<file path="config.mk">
export PLATFORM = sky130hd
export DESIGN_NAME = rf_wb_arbiter
export DESIGN_NICKNAME = d
export VERILOG_FILES = /design/src/rtl/rf_pkg.sv /design/src/rtl/wb_fifo.sv /design/src/rtl/rf_wb_arbiter.sv
export SDC_FILE = /design/constraint.sdc
export NUM_CORES = 1
export LEC_CHECK = 0
export BUFFER_PORTS_ARGS = -buffer_cell sky130_fd_sc_hd__buf_2
export CAP_MARGIN = 30
export CORE_ASPECT_RATIO = 1.2
export CORE_UTILIZATION = 60
export DETAILED_ROUTE_END_ITERATION = 8
export PLACE_DENSITY = 0.91
export SETUP_SLACK_MARGIN = 0.4
export SYNTH_ARGS = -nofsm -noshare
export SYNTH_HDL_FRONTEND = slang
export SYNTH_HIERARCHICAL = 1
export SYNTH_SLANG_ARGS = --single-unit
</file>
<file path="constraint.sdc">
create_clock -name clk -period 4.5 [get_ports clk]
set_clock_uncertainty 0.2 [all_clocks]
set_input_delay 0.45 -clock clk [delete_from_list [all_inputs] [get_ports clk]]
set_output_delay 0.45 -clock clk [all_outputs]
set_load 0.02 [all_outputs]
</file>
<file path="src/rtl/rf_pkg.sv">
// Shared widths and the write-back entry layout for the register-file
// write-back arbiter and its long-latency result FIFO.
package rf_pkg;

    localparam int REG_AW = 5;
    localparam int DATA_W = 32;

    // One pending long-latency result: destination register plus data.
    typedef struct packed {
        logic [REG_AW-1:0] addr;
        logic [DATA_W-1:0] data;
    } wb_entry_t;

endpackage

</file>
<file path="src/rtl/wb_fifo.sv">
// Small circular FIFO holding long-latency write-back results until the
// register file write port is free. Head entry is visible combinationally.
module wb_fifo
    import rf_pkg::*;
#(
    parameter int DEPTH = 4,
    localparam int PW = $clog2(DEPTH),
    localparam int CW = PW + 1
) (
    input  logic          clk,
    input  logic          rst,
    input  logic          push,
    input  wb_entry_t     push_entry,
    input  logic          pop,
    output wb_entry_t     head,
    output logic          full,
    output logic          empty,
    output logic [CW-1:0] count
);

    wb_entry_t     mem_q [DEPTH];
    logic [PW-1:0] wr_ptr_q, wr_ptr_d;
    logic [PW-1:0] rd_ptr_q, rd_ptr_d;
    logic [CW-1:0] count_q, count_d;
    logic          push_ok;
    logic          pop_ok;

    assign full    = (count_q == CW'(DEPTH));
    assign empty   = (count_q == '0);
    assign count   = count_q;
    assign head    = mem_q[rd_ptr_q];
    assign push_ok = push && !full;
    assign pop_ok  = pop && !empty;

    // Next pointers and occupancy; pointers wrap naturally (DEPTH is a power of two).
    always_comb begin
        wr_ptr_d = wr_ptr_q;
        rd_ptr_d = rd_ptr_q;
        count_d  = count_q;
        if (push_ok) wr_ptr_d = wr_ptr_q + PW'(1);
        if (pop_ok)  rd_ptr_d = rd_ptr_q + PW'(1);
        case ({push_ok, pop_ok})
            2'b10:   count_d = count_q + CW'(1);
            2'b01:   count_d = count_q - CW'(1);
            default: count_d = count_q;
        endcase
    end

    // Pointer and occupancy registers; reset empties the FIFO.
    always_ff @(posedge clk or posedge rst) begin
        if (rst) begin
            wr_ptr_q <= '0;
            rd_ptr_q <= '0;
            count_q  <= '0;
        end else begin
            wr_ptr_q <= wr_ptr_d;
            rd_ptr_q <= rd_ptr_d;
            count_q  <= count_d;
        end
    end

    // Storage array; contents need no reset because count gates visibility.
    always_ff @(posedge clk) begin
        if (push_ok) mem_q[wr_ptr_q] <= push_entry;
    end

endmodule

</file>
<file path="src/rtl/rf_wb_arbiter.sv">
// Register-file write-port arbiter: the main pipeline always wins, queued
// long-latency results drain when it is idle. Keeps a busy scoreboard of
// registers awaiting long results and requests a stall when the queue head
// has been starved for too long.
//
// Long-result handshake: a result transfers on a rising edge where
// lng_valid && lng_ready; lng_ready depends only on current occupancy
// (count < DEPTH), never on a same-cycle pop, and the producer must hold
// lng_a/lng_wd stable while lng_valid is high and lng_ready is low.
module rf_wb_arbiter
    import rf_pkg::*;
#(
    parameter int DEPTH      = 4,
    parameter int STARVE_MAX = 8
) (
    input  logic              clk,
    input  logic              rst,
    input  logic              pipe_wr,
    input  logic [REG_AW-1:0] pipe_a,
    input  logic [DATA_W-1:0] pipe_wd,
    input  logic              lng_valid,
    output logic              lng_ready,
    input  logic [REG_AW-1:0] lng_a,
    input  logic [DATA_W-1:0] lng_wd,
    input  logic              iss_valid,
    input  logic [REG_AW-1:0] iss_a,
    output logic [REG_AW-1:0] A3,
    output logic [DATA_W-1:0] WD,
    output logic              RFWr,
    output logic [31:0]       busy,
    output logic              stall_req
);

    localparam int CW = $clog2(DEPTH) + 1;
    localparam int SW = ($clog2(STARVE_MAX) + 1 < 3) ? 3 : $clog2(STARVE_MAX) + 1;
    localparam logic [SW-1:0] STARVE_LIM = SW'(STARVE_MAX - 1);

    wb_entry_t         fifo_head;
    logic              fifo_full;
    logic              fifo_empty;
    logic [CW-1:0]     fifo_count;
    logic              fifo_push;
    logic              fifo_pop;

    logic [REG_AW-1:0] a3_q, a3_d;
    logic [DATA_W-1:0] wd_q, wd_d;
    logic              rfwr_q, rfwr_d;
    logic [31:0]       busy_q, busy_d;
    logic [SW-1:0]     starve_q, starve_d;
    logic              stall_q, stall_d;

    assign lng_ready = (fifo_count < CW'(DEPTH));
    assign fifo_push = lng_valid && !fifo_full;

    wb_fifo #(.DEPTH(DEPTH)) u_fifo (
        .clk        (clk),
        .rst        (rst),
        .push       (fifo_push),
        .push_entry ('{addr: lng_a, data: lng_wd}),
        .pop        (fifo_pop),
        .head       (fifo_head),
        .full       (fifo_full),
        .empty      (fifo_empty),
        .count      (fifo_count)
    );

    // Write-port arbitration: pipeline first, else FIFO head; register 0 is never written.
    always_comb begin
        a3_d     = a3_q;
        wd_d     = wd_q;
        rfwr_d   = 1'b0;
        fifo_pop = 1'b0;
        if (pipe_wr) begin
            a3_d   = pipe_a;
            wd_d   = pipe_wd;
            rfwr_d = (pipe_a != '0);
        end else if (!fifo_empty) begin
            fifo_pop = 1'b1;
            a3_d     = fifo_head.addr;
            wd_d     = fifo_head.data;
            rfwr_d   = (fifo_head.addr != '0);
        end
    end

    // Scoreboard: clear on write-back of a long result, then set on issue so a set wins.
    always_comb begin
        busy_d = busy_q;
        if (fifo_pop && (fifo_head.addr != '0)) busy_d[fifo_head.addr] = 1'b0;
        if (iss_valid && (iss_a != '0))         busy_d[iss_a]          = 1'b1;
    end

    // Starvation tracking: count cycles the head waits behind pipeline writes.
    always_comb begin
        starve_d = starve_q;
        if (fifo_empty || fifo_pop) begin
            starve_d = '0;
        end else if (starve_q != '1) begin
            starve_d = starve_q + SW'(1);
        end
        stall_d = !fifo_empty && pipe_wr && (starve_q >= STARVE_LIM);
    end

    // All architectural state; reset clears outputs, scoreboard and starvation.
    always_ff @(posedge clk or posedge rst) begin
        if (rst) begin
            a3_q     <= '0;
            wd_q     <= '0;
            rfwr_q   <= 1'b0;
            busy_q   <= '0;
            starve_q <= '0;
            stall_q  <= 1'b0;
        end else begin
            a3_q     <= a3_d;
            wd_q     <= wd_d;
            rfwr_q   <= rfwr_d;
            busy_q   <= busy_d;
            starve_q <= starve_d;
            stall_q  <= stall_d;
        end
    end

    assign A3        = a3_q;
    assign WD        = wd_q;
    assign RFWr      = rfwr_q;
    assign busy      = busy_q;
    assign stall_req = stall_q;

endmodule

</file>
==> results.md <==
* Status: finished clean
* F_max at 368.8 MHz
* Final setup violation count at 0
* CTS tree: built
* Critical Path Start Type: register
* Via density at 6.011
* Worst Setup Path Type: reg2reg
* Maximum number of pins on one net before global-route repair at 81
* Layout cells sized above 1 at 31.20%
* Net count, final at 873
* Top-count cell post-synth: edfxtp_1
* Fillers at 750
* Endpoint type of the worst setup path: register
* Final Hold Slack at 0.007048 ns
* Synth async-reset ratio at 35.65%
* FP Rows at 48
* Maxcap violations at 0
* Initial antenna violation count at 1
* Yosys reg bits at 230
* Mapped Avg Cell Area at 16.52 um2
* Top-area cell type share of the netlist area at 48.99%
* DR vias at 6005
* GRT Total Usage at 29.59%
* Tightest Pin Transition at 0.9454 ns
* I/O pin count at 156
* Antenna-violating nets left at 0
* Vias in the first global route at 6275
* Slew headroom at 36.98%
* Clk sinks at 230
* Initial DRC count at 647
* Synthesized instance count at 549
* Synth warn at 6
* Post-synthesis sequential area ratio at 71.61%
* H-Tree Depth at 1
* CTS Buf Count at 22
* Req. time, crit path at 4.67 ns
* Power density cells at 655.9 nW/um2
* Hold Fails Final Rpt at 0
* Drt wl/cell at 22.72 um
* Yosys cell types at 40
* Number of flops mapped to enable cells by yosys at 148
* Count of pins over their slew limit at 0
* Die ar. at 15620 um2
* Core Region at 14590 um2
* RSZ-0062 raised after global routing: false
* Cts repair resizes at 0
* Clock Path Buffers at 3
* GR Overflow Total at 0
* Root buf cell: clkbuf_16
* Critical path arrival at 2.89 ns
* Final setup TNS at 0 ns
* PortBufs at 155
* Top post-synthesis cells by count: edfxtp_1 (148), dfrtp_1 (82), o21ai_0 (58), nand2_1 (44), o21ai_1 (42)
* Initial core utilization at 62.16%
* Primary FF master, synth: edfxtp_1
* Placer congestion estimate at 0.8284
* TritonRoute pass-1 iters at 6
* Die W at 114.2 um
* Synthesized Nets at 640
* Total leakage power at 0.004443 uW
* # DRC at 0
* Final min period at 2.711 ns
* Type of the tightest min-delay check: in2reg
* Die height at 136.7 um
* First-pass GRT wire length at 34030 um
* Largest cells by area after synthesis: edfxtp_1 (49%), dfrtp_1 (23%), mux4_2 (9.2%)
* Reg clk slew, reported paths at 0.06 ns
* HPWL Detailed at 12380 um
* WL final at 22700 um
* Fin crit share at 60.25%
* Cell type with the largest total area after synthesis: edfxtp_1
* Clk_lat worst skew at 0.51 ns
* Crit path max fanout at 7
* Post-Syn Area at 9071 um2
* Area Growth Syn to Fin at 26.76%
* VDD IR max at 0.3931 mV
critical path, cell delays in order (launching register included):
cell and delay, ns:
dfrtp_1 0.48, nor3b_2 0.30, nor2b_1 0.07, nor2b_2 0.21
inv_1 0.09, ha_1 0.23, inv_1 0.09, fa_1 0.42
xor2_1 0.24, nor2_1 0.10, xor2_1 0.16
cell families after synthesis:
| family | count (synthesis) | share of synthesized area, % |
|---|---|---|
| xor gates and xnor gates | 7 | 0.6759 |
| DFF | 230 | 71.61 |
| adders and majority gates | 7 | 1.048 |
| AOI/OAI and AO/OA | 104 | 5.821 |
| buffers and inverters | 34 | 2.069 |
| and+or+nand+nor | 90 | 5.159 |
| muxes | 77 | 13.61 |
per-stage QoR:
step | utilization, % | worst slack [ns] | instances | total power (uW) | cell area, um2
after CTS | 78.22 | 1.806 | 994 | 7443 | 11420
after detailed placement | 68.43 | 1.790 | 883 | 5530 | 9987
after floorplan | - | 1.940 | 549 | 4792 | 9071
after global routing | 78.79 | 1.680 | 999 | 7850 | 11500
final | 78.79 | 1.789 | 999 | 7542 | 11500
after global placement | 68.43 | 1.894 | 883 | 5371 | 9987
repair_timing:
action,CTS,global route
hold buffers,71,0
buffers inserted,0,0
endpoints found under the hold margin,207,0
metal layers:
metal / wire length [um] / part of all wire [%] / vias to the layer above / track usage (%)
met5: 0 / 0 / - / 0
met4: 810 / 3.6 / 0 / 12.70
met3: 1433 / 6.3 / 75 / 4.827
met2: 12390 / 55 / 321 / 53.47
met1: 8073 / 36 / 3047 / 35.12
li1: - / - / 2562 / -
state kept, by name, indices dropped and copies added (netlist names):
name             count
A3                   5
u_fifo/mem_q       148
starve_q             4
RFWr                 1
u_fifo/rd_ptr_q      2
u_fifo/wr_ptr_q      2
busy                32
WD                  32
u_fifo/count         3
stall_req            1
power breakdown:
part           leakage [uW]  internal, uW  switching (uW)
logic               0.00175          1030            1410
clock network      0.000345          1070             778
registers           0.00235          2860             396
placed cells by master, fill, tap and decap left out, types with 4 or more instances in the layout:
master / n
mux2i_1: 39
nand3_1: 7
dlygate4sd3_1: 71
inv_1: 8
ha_1: 6
clkbuf_1: 6
edfxtp_1: 148
nor2_1: 8
buf_2: 155
dfrtp_1: 80
nand2_1: 44
clkinv_2: 4
clkbuf_16: 23
buf_4: 4
and2_2: 4
o21ai_1: 42
xnor2_1: 4
mux4_2: 37
o21ai_0: 58
buf_12: 4
nor2b_1: 4
area by class of cell:
| cell class | count | area [um2] | share of cell area [%] |
|---|---|---|---|
| flip-flops and latches | 230 | 6499 | 56.52 |
| multi-input cells | 285 | 2397 | 20.85 |
| repair buffers | 234 | 1597 | 13.88 |
| clock buffers | 30 | 611.8 | 5.321 |
| well taps | 200 | 250.2 | 2.176 |
| clock inverters | 10 | 106.4 | 0.9249 |
| inverters | 9 | 35.03 | 0.3047 |
| diodes | 1 | 2.502 | 0.02176 |
final timing paths:
path / start / end / slack [ns] / cells after the start
setup / recovery: u_fifo/count[2]$_DFFE_PP0P_ / u_fifo/count[2]$_DFFE_PP0P_ / 1.79 / 10
hold / removal: pipe_a[0] / A3[0]$_DFFE_PP0P_ / 0.007 / 3
setup reg to reg: u_fifo/count[2]$_DFFE_PP0P_ / u_fifo/count[2]$_DFFE_PP0P_ / 1.79 / 10
hold reg to reg: busy[0]$_DFF_PP0_ / busy[0]$_DFF_PP0_ / 0.17 / 0
max in group asynchronous: rst / WD[28]$_DFFE_PP0P_ / 2.73 / 4
min in group asynchronous: rst / u_fifo/rd_ptr_q[1]$_DFFE_PP0P_ / 0.27 / 3
Power figures use the tool's default switching activity.
